==> config.mk <==
export PLATFORM = sky130hd
export DESIGN_NAME = clock_meter
export DESIGN_NICKNAME = d
export VERILOG_FILES = /design/src/rtl/clock_meter_pkg.sv /design/src/rtl/edge_sync.sv /design/src/rtl/clock_meter.sv
export SDC_FILE = /design/constraint.sdc
export NUM_CORES = 1
export LEC_CHECK = 0
export BUFFER_PORTS_ARGS = -buffer_cell sky130_fd_sc_hd__buf_2
export CELL_PAD_IN_SITES_DETAIL_PLACEMENT = 1
export CELL_PAD_IN_SITES_GLOBAL_PLACEMENT = 1
export CORE_UTILIZATION = 50
export CTS_CLUSTER_SIZE = 40
export DETAILED_ROUTE_END_ITERATION = 12
export PLACE_DENSITY = 0.95
export SLEW_MARGIN = 30
export SYNTH_ARGS = -nofsm -noshare
export SYNTH_HDL_FRONTEND = slang
export SYNTH_SLANG_ARGS = --single-unit
==> constraint.sdc <==
create_clock -name Clk_in -period 2.9 [get_ports Clk_in]
set_input_delay 0.29 -clock Clk_in [delete_from_list [all_inputs] [get_ports Clk_in]]
set_output_delay 0.29 -clock Clk_in [all_outputs]
set_load 0.005 [all_outputs]
==> src/rtl/clock_meter_pkg.sv <==
// Shared definitions for the clock_meter gate-window frequency counter:
// FSM state encoding and gate length derivation.
package clock_meter_pkg;

  typedef logic [1:0] state_t;

  localparam state_t ST_IDLE  = 2'd0;
  localparam state_t ST_COUNT = 2'd1;
  localparam state_t ST_LATCH = 2'd2;

  function automatic int unsigned gate_cycles_of(input int unsigned freq, input int unsigned rate);
    return freq / rate;
  endfunction

endpackage

==> src/rtl/edge_sync.sv <==
// Brings an asynchronous input into the clock domain and emits a one-cycle
// pulse for each rising edge of the synchronized level.
module edge_sync (
  input  logic clk,
  input  logic rst_n,
  input  logic din,
  output logic rise
);

  logic sync1_r;
  logic sync2_r;
  logic delay_r;

  // two synchronizer stages plus one delay stage for edge detection
  always_ff @(posedge clk or negedge rst_n) begin
    if (!rst_n) begin
      sync1_r <= 1'b0;
      sync2_r <= 1'b0;
      delay_r <= 1'b0;
    end else begin
      sync1_r <= din;
      sync2_r <= sync1_r;
      delay_r <= sync2_r;
    end
  end

  assign rise = sync2_r & ~delay_r;

endmodule

==> src/rtl/clock_meter.sv <==
// Gate-window frequency meter: counts rising edges of Sig_in over a fixed
// number of Clk_in cycles and publishes the count with a Done pulse.
module clock_meter
  import clock_meter_pkg::*;
#(
  parameter int unsigned frecuency = 32'd50000000,
  parameter int unsigned gate_rate = 32'd1000,
  parameter int unsigned CNT_WIDTH = 32'd16
) (
  input  logic                 Clk_in,
  input  logic                 reset,
  input  logic                 Sig_in,
  input  logic                 Start,
  input  logic                 Continuous,
  output logic                 Busy,
  output logic                 Done,
  output logic [CNT_WIDTH-1:0] Count,
  output logic                 Overflow
);

  localparam int unsigned GATE_CYCLES = gate_cycles_of(frecuency, gate_rate);
  localparam int unsigned GATE_W      = (GATE_CYCLES < 32'd2) ? 32'd1 : $clog2(GATE_CYCLES);
  localparam logic [GATE_W-1:0]    GATE_LAST = GATE_W'(GATE_CYCLES - 32'd1);
  localparam logic [CNT_WIDTH-1:0] CNT_MAX   = '1;

  generate
    if (GATE_CYCLES < 32'd2) begin : gen_gate_check
      $error("clock_meter: gate window must be at least 2 Clk_in cycles");
    end
  endgenerate

  state_t              state_r;
  logic [GATE_W-1:0]   gate_r;
  logic [CNT_WIDTH-1:0] edge_r;
  logic                ovf_r;
  logic [CNT_WIDTH-1:0] edge_nxt_s;
  logic                ovf_nxt_s;
  logic                rise_s;

  edge_sync u_sig_sync (
    .clk   (Clk_in),
    .rst_n (reset),
    .din   (Sig_in),
    .rise  (rise_s)
  );

  // saturating edge count; a rise at full scale only raises the overflow flag
  always_comb begin
    edge_nxt_s = edge_r;
    ovf_nxt_s  = ovf_r;
    if (rise_s) begin
      if (edge_r == CNT_MAX) begin
        ovf_nxt_s = 1'b1;
      end else begin
        edge_nxt_s = edge_r + CNT_WIDTH'(1'b1);
      end
    end else begin
      edge_nxt_s = edge_r;
      ovf_nxt_s  = ovf_r;
    end
  end

  // gate FSM; the final COUNT cycle's rise is included in the latched result
  always_ff @(posedge Clk_in or negedge reset) begin
    if (!reset) begin
      state_r  <= ST_IDLE;
      gate_r   <= '0;
      edge_r   <= '0;
      ovf_r    <= 1'b0;
      Busy     <= 1'b0;
      Done     <= 1'b0;
      Count    <= '0;
      Overflow <= 1'b0;
    end else begin
      case (state_r)
        ST_IDLE: begin
          Done <= 1'b0;
          if (Start) begin
            state_r <= ST_COUNT;
            Busy    <= 1'b1;
            gate_r  <= '0;
            edge_r  <= '0;
            ovf_r   <= 1'b0;
          end
        end
        ST_COUNT: begin
          edge_r <= edge_nxt_s;
          ovf_r  <= ovf_nxt_s;
          if (gate_r == GATE_LAST) begin
            state_r  <= ST_LATCH;
            Busy     <= 1'b0;
            Done     <= 1'b1;
            Count    <= edge_nxt_s;
            Overflow <= ovf_nxt_s;
          end else begin
            gate_r <= gate_r + GATE_W'(1'b1);
          end
        end
        ST_LATCH: begin
          Done   <= 1'b0;
          gate_r <= '0;
          edge_r <= '0;
          ovf_r  <= 1'b0;
          if (Continuous) begin
            state_r <= ST_COUNT;
            Busy    <= 1'b1;
          end else begin
            state_r <= ST_IDLE;
          end
        end
        default: begin
          state_r <= ST_IDLE;
          Busy    <= 1'b0;
          Done    <= 1'b0;
        end
      endcase
    end
  end

endmodule

==> results.json <==
{
  "vias_per_cell": 6.272,
  "cp_max_fo": 30,
  "yosys.area.top_type": "dfrtp_1",
  "clockBufferDepth": 2,
  "area_delta_synth_final_pct": 11.60,
  "die_w_um": 79.58,
  "initial_core_util_pct": 53.34,
  "wirelength_um": 7984,
  "cts_max_level": 3,
  "critPathRequiredTime_ps": 3120,
  "gp_congestion": 0.8035,
  "dieHeight_um": 79.58,
  "stdcell_area_um2": 3358,
  "ys_seq_elements": 57,
  "yosys_warnings": 0,
  "drive_gt1_share_pct": 17.29,
  "cts_made_buffers": 9,
  "cts.sinks": 57,
  "syn_avg_cell_area_um2": 9.374,
  "synthTopCellsByCount": "dfrtp_1 (57), o21ai_0 (47), nand2_1 (35)",
  "hold_depth": 1,
  "timing.fmax_ghz": 0.4109,
  "syn_nets": 328,
  "power_frac_seq_pct": 50.4,
  "setup_viol": 0,
  "power.leakage_nw": 1.406,
  "dr.pass1.iters": 4,
  "async_flop_share_pct": 100.0,
  "r2r_setup_slack_ps": 470,
  "vias": 2628,
  "rsz0062_at_grt": "false",
  "grt_pass1_vias": 2772,
  "drtAntennaViolNets": 0,
  "power_frac_comb_pct": 7.6,
  "hold-path-endpoint": "u_sig_sync.sync1_r",
  "setup.worst_path.class": "flop to flop",
  "floorplan.die_area_um2": 6332,
  "synth-edff-count": 0,
  "min_from": "Sig_in",
  "io_buffers": 23,
  "cp.arrival_ps": 2660,
  "synthCells": 321,
  "gr-usage-all-layers_pct": 28.63,
  "wl_per_cell_um": 19.05,
  "r2r_start": "gate_r[0]",
  "synth_most_common_cell": "dfrtp_1",
  "post_cts_buffers": 0,
  "clockPowerShare_pct": 42.0,
  "hpwl_um": 5113,
  "drv_slew": 0,
  "antenna_found_initial": 0,
  "fill_cells": 645,
  "cap_violations": 0,
  "clk_pin_slew_ps": 70,
  "tns_ps": 0,
  "outcome": "finished, final reports clean",
  "ioPinCount": 24,
  "antennaDiodeCount": 0,
  "fin_nets": 349,
  "hold_viol": 0,
  "start_kind": "flop",
  "r2r_cells": 8,
  "p_int_w": 0.001288,
  "cts_tree": "yes",
  "drc": 0,
  "grt_pass1_wl_um": 13590,
  "grt_max_degree": 36,
  "powerDensity_nw_per_um2": 531.6,
  "relSlewSlack_pct": 54.85,
  "ys.flop_type": "dfrtp_1",
  "clock_latency_ps": 350,
  "netlist_area_um2": 3009,
  "fin_crit_sh_pct": 83.91,
  "yosys-top-cells-area": "dfrtp_1 (47%), o21ai_0 (7.8%), nand2_1 (4.4%)",
  "num_rows": 27,
  "grt_overflow": 0,
  "vdd.ir_drop.worst_mv": 0.2941,
  "placed_area_um2": 3153,
  "cts_root_buf": "clkbuf_8",
  "synthDistinctLibCells": 52,
  "worstReg2RegEnd": "gate_r[2]",
  "hold_path.class": "input pin to flop",
  "tightestPinTransition_ps": 677.2,
  "p_sw_w": 0.0004977,
  "finalClockSkew_ps": 7.539,
  "synth_top_area_share_pct": 47.40,
  "min_period_ps": 2433,
  "drt-initial-drc-count": 210,
  "swShare_pct": 27.88,
  "yosysSeqAreaShare_pct": 47.40,
  "worst_setup_path_end_kind": "flop",
  "core-area_um2": 5642
}
==> what timing repair did <==
action | CTS | global route
setup endpoints to repair | 0 | 0
hold endpoints to repair | 28 | 0
hold buffers | 1 | 0
resized for setup | 0 | 0
==> area by class of cell <==
type / instances / area (um2) / share of cell area, %
multi-input combinational: 237 / 1446 / 43.07
inverter: 6 / 22.52 / 0.6706
clock inverter: 7 / 71.32 / 2.124
tap: 72 / 90.09 / 2.683
sequential: 57 / 1426 / 42.47
clock buffer: 9 / 123.9 / 3.689
timing repair buffer: 31 / 177.7 / 5.291
==> per-layer routing <==
| layer | GRT usage, % | share of wire (%) | up-vias |
|---|---|---|---|
| met5 | 0 | 0 | - |
| met4 | 14.18 | 2.7 | 0 |
| met3 | 5.143 | 2.4 | 20 |
| met2 | 50.94 | 53 | 50 |
| met1 | 32.72 | 42 | 1342 |
| li1 | - | - | 1216 |
==> kinds of logic (layout without fill, tap and decap cells) <==
kind of cell	Yosys count	in the layout	share of synthesized area, %
XOR/XNOR	14	14	4.075
adder cells (fa/ha/maj)	2	2	0.8315
multiplexers	2	2	0.6653
AO/OA/AOI/OAI	101	101	20.87
AND/OR/NAND/NOR	118	118	21.62
buffers and inverters	27	53	4.532
flip-flops	57	57	47.40
==> cells in the final DEF (no fill, tap or decap), types with 3 or more instances in the layout <==
cell type | synthesis | final
o21ai_1 | 3 | 3
nand2_1 | 35 | 35
nor2_1 | 19 | 19
nand4_1 | 9 | 9
buf_2 | 8 | 23
a21oi_1 | 17 | 17
nor3_1 | 6 | 6
and2_1 | 5 | 5
a31oi_1 | 6 | 6
and4_1 | 5 | 5
xnor2_1 | 9 | 9
inv_1 | 5 | 5
and3_1 | 3 | 3
nor4_1 | 4 | 4
o31ai_1 | 7 | 7
o21ai_0 | 47 | 47
dfrtp_1 | 57 | 57
clkinvlp_4 | 0 | 3
clkbuf_8 | 0 | 9
buf_4 | 2 | 7
xor2_1 | 5 | 5
nand3_1 | 14 | 14
a22o_1 | 7 | 7
==> flip-flops by register name, summed over array words and instances (netlist names) <==
signal,count
Done,1
edge_r,16
u_sig_sync.sync1_r,1
Busy,1
gate_r,16
u_sig_sync.sync2_r,1
state_r,2
Count,16
Overflow,1
ovf_r,1
u_sig_sync.delay_r,1
==> worst max-delay path, cell delays in order, from the launching register on <==
cell	delay (ps)
dfrtp_1	410
ha_1	260
and3_1	220
nand4_1	240
or2_1	150
buf_4	290
clkinv_1	290
o31ai_1	320
o21ai_0	120
==> power groups by stage <==
stage	registers [W]	clock network, W	logic [W]
finish	0.000900	0.000750	0.000135
global route	0.000907	0.000796	0.000154
CTS	0.000898	0.000757	0.000138
detailed placement	0.000911	0	0.000132
global placement	0.000906	0	0.000125
floorplan	0.000883	0	0.000110
==> through the flow <==
step / power [W] / instances / hold slack (ps) / util [%] / worst slack, ps
6_report: 0.001785 / 419 / 38.91 / 59.53 / 466.6
5_1_grt: 0.001858 / 419 / 32.26 / 59.53 / 333.6
4_1_cts: 0.001792 / 419 / 34.35 / 59.53 / 463.9
3_5_place_dp: 0.001043 / 402 / 351.0 / 55.89 / 532.9
3_3_place_gp: 0.001031 / 402 / 334.9 / 55.89 / 683.9
2_1_floorplan: 0.0009922 / 321 / -5.591 / - / 1065
==> worst max-delay path by stage <==
stage	startpoint	to	slack, ps
after floorplan	edge_r[0]	edge_r[4]	1070
after global placement	gate_r[0]	gate_r[2]	680
after detailed placement	gate_r[0]	gate_r[2]	530
after CTS	gate_r[0]	gate_r[2]	460
after global routing	gate_r[0]	gate_r[2]	330
final	gate_r[0]	gate_r[2]	470
(Power assumes the default switching activity.)
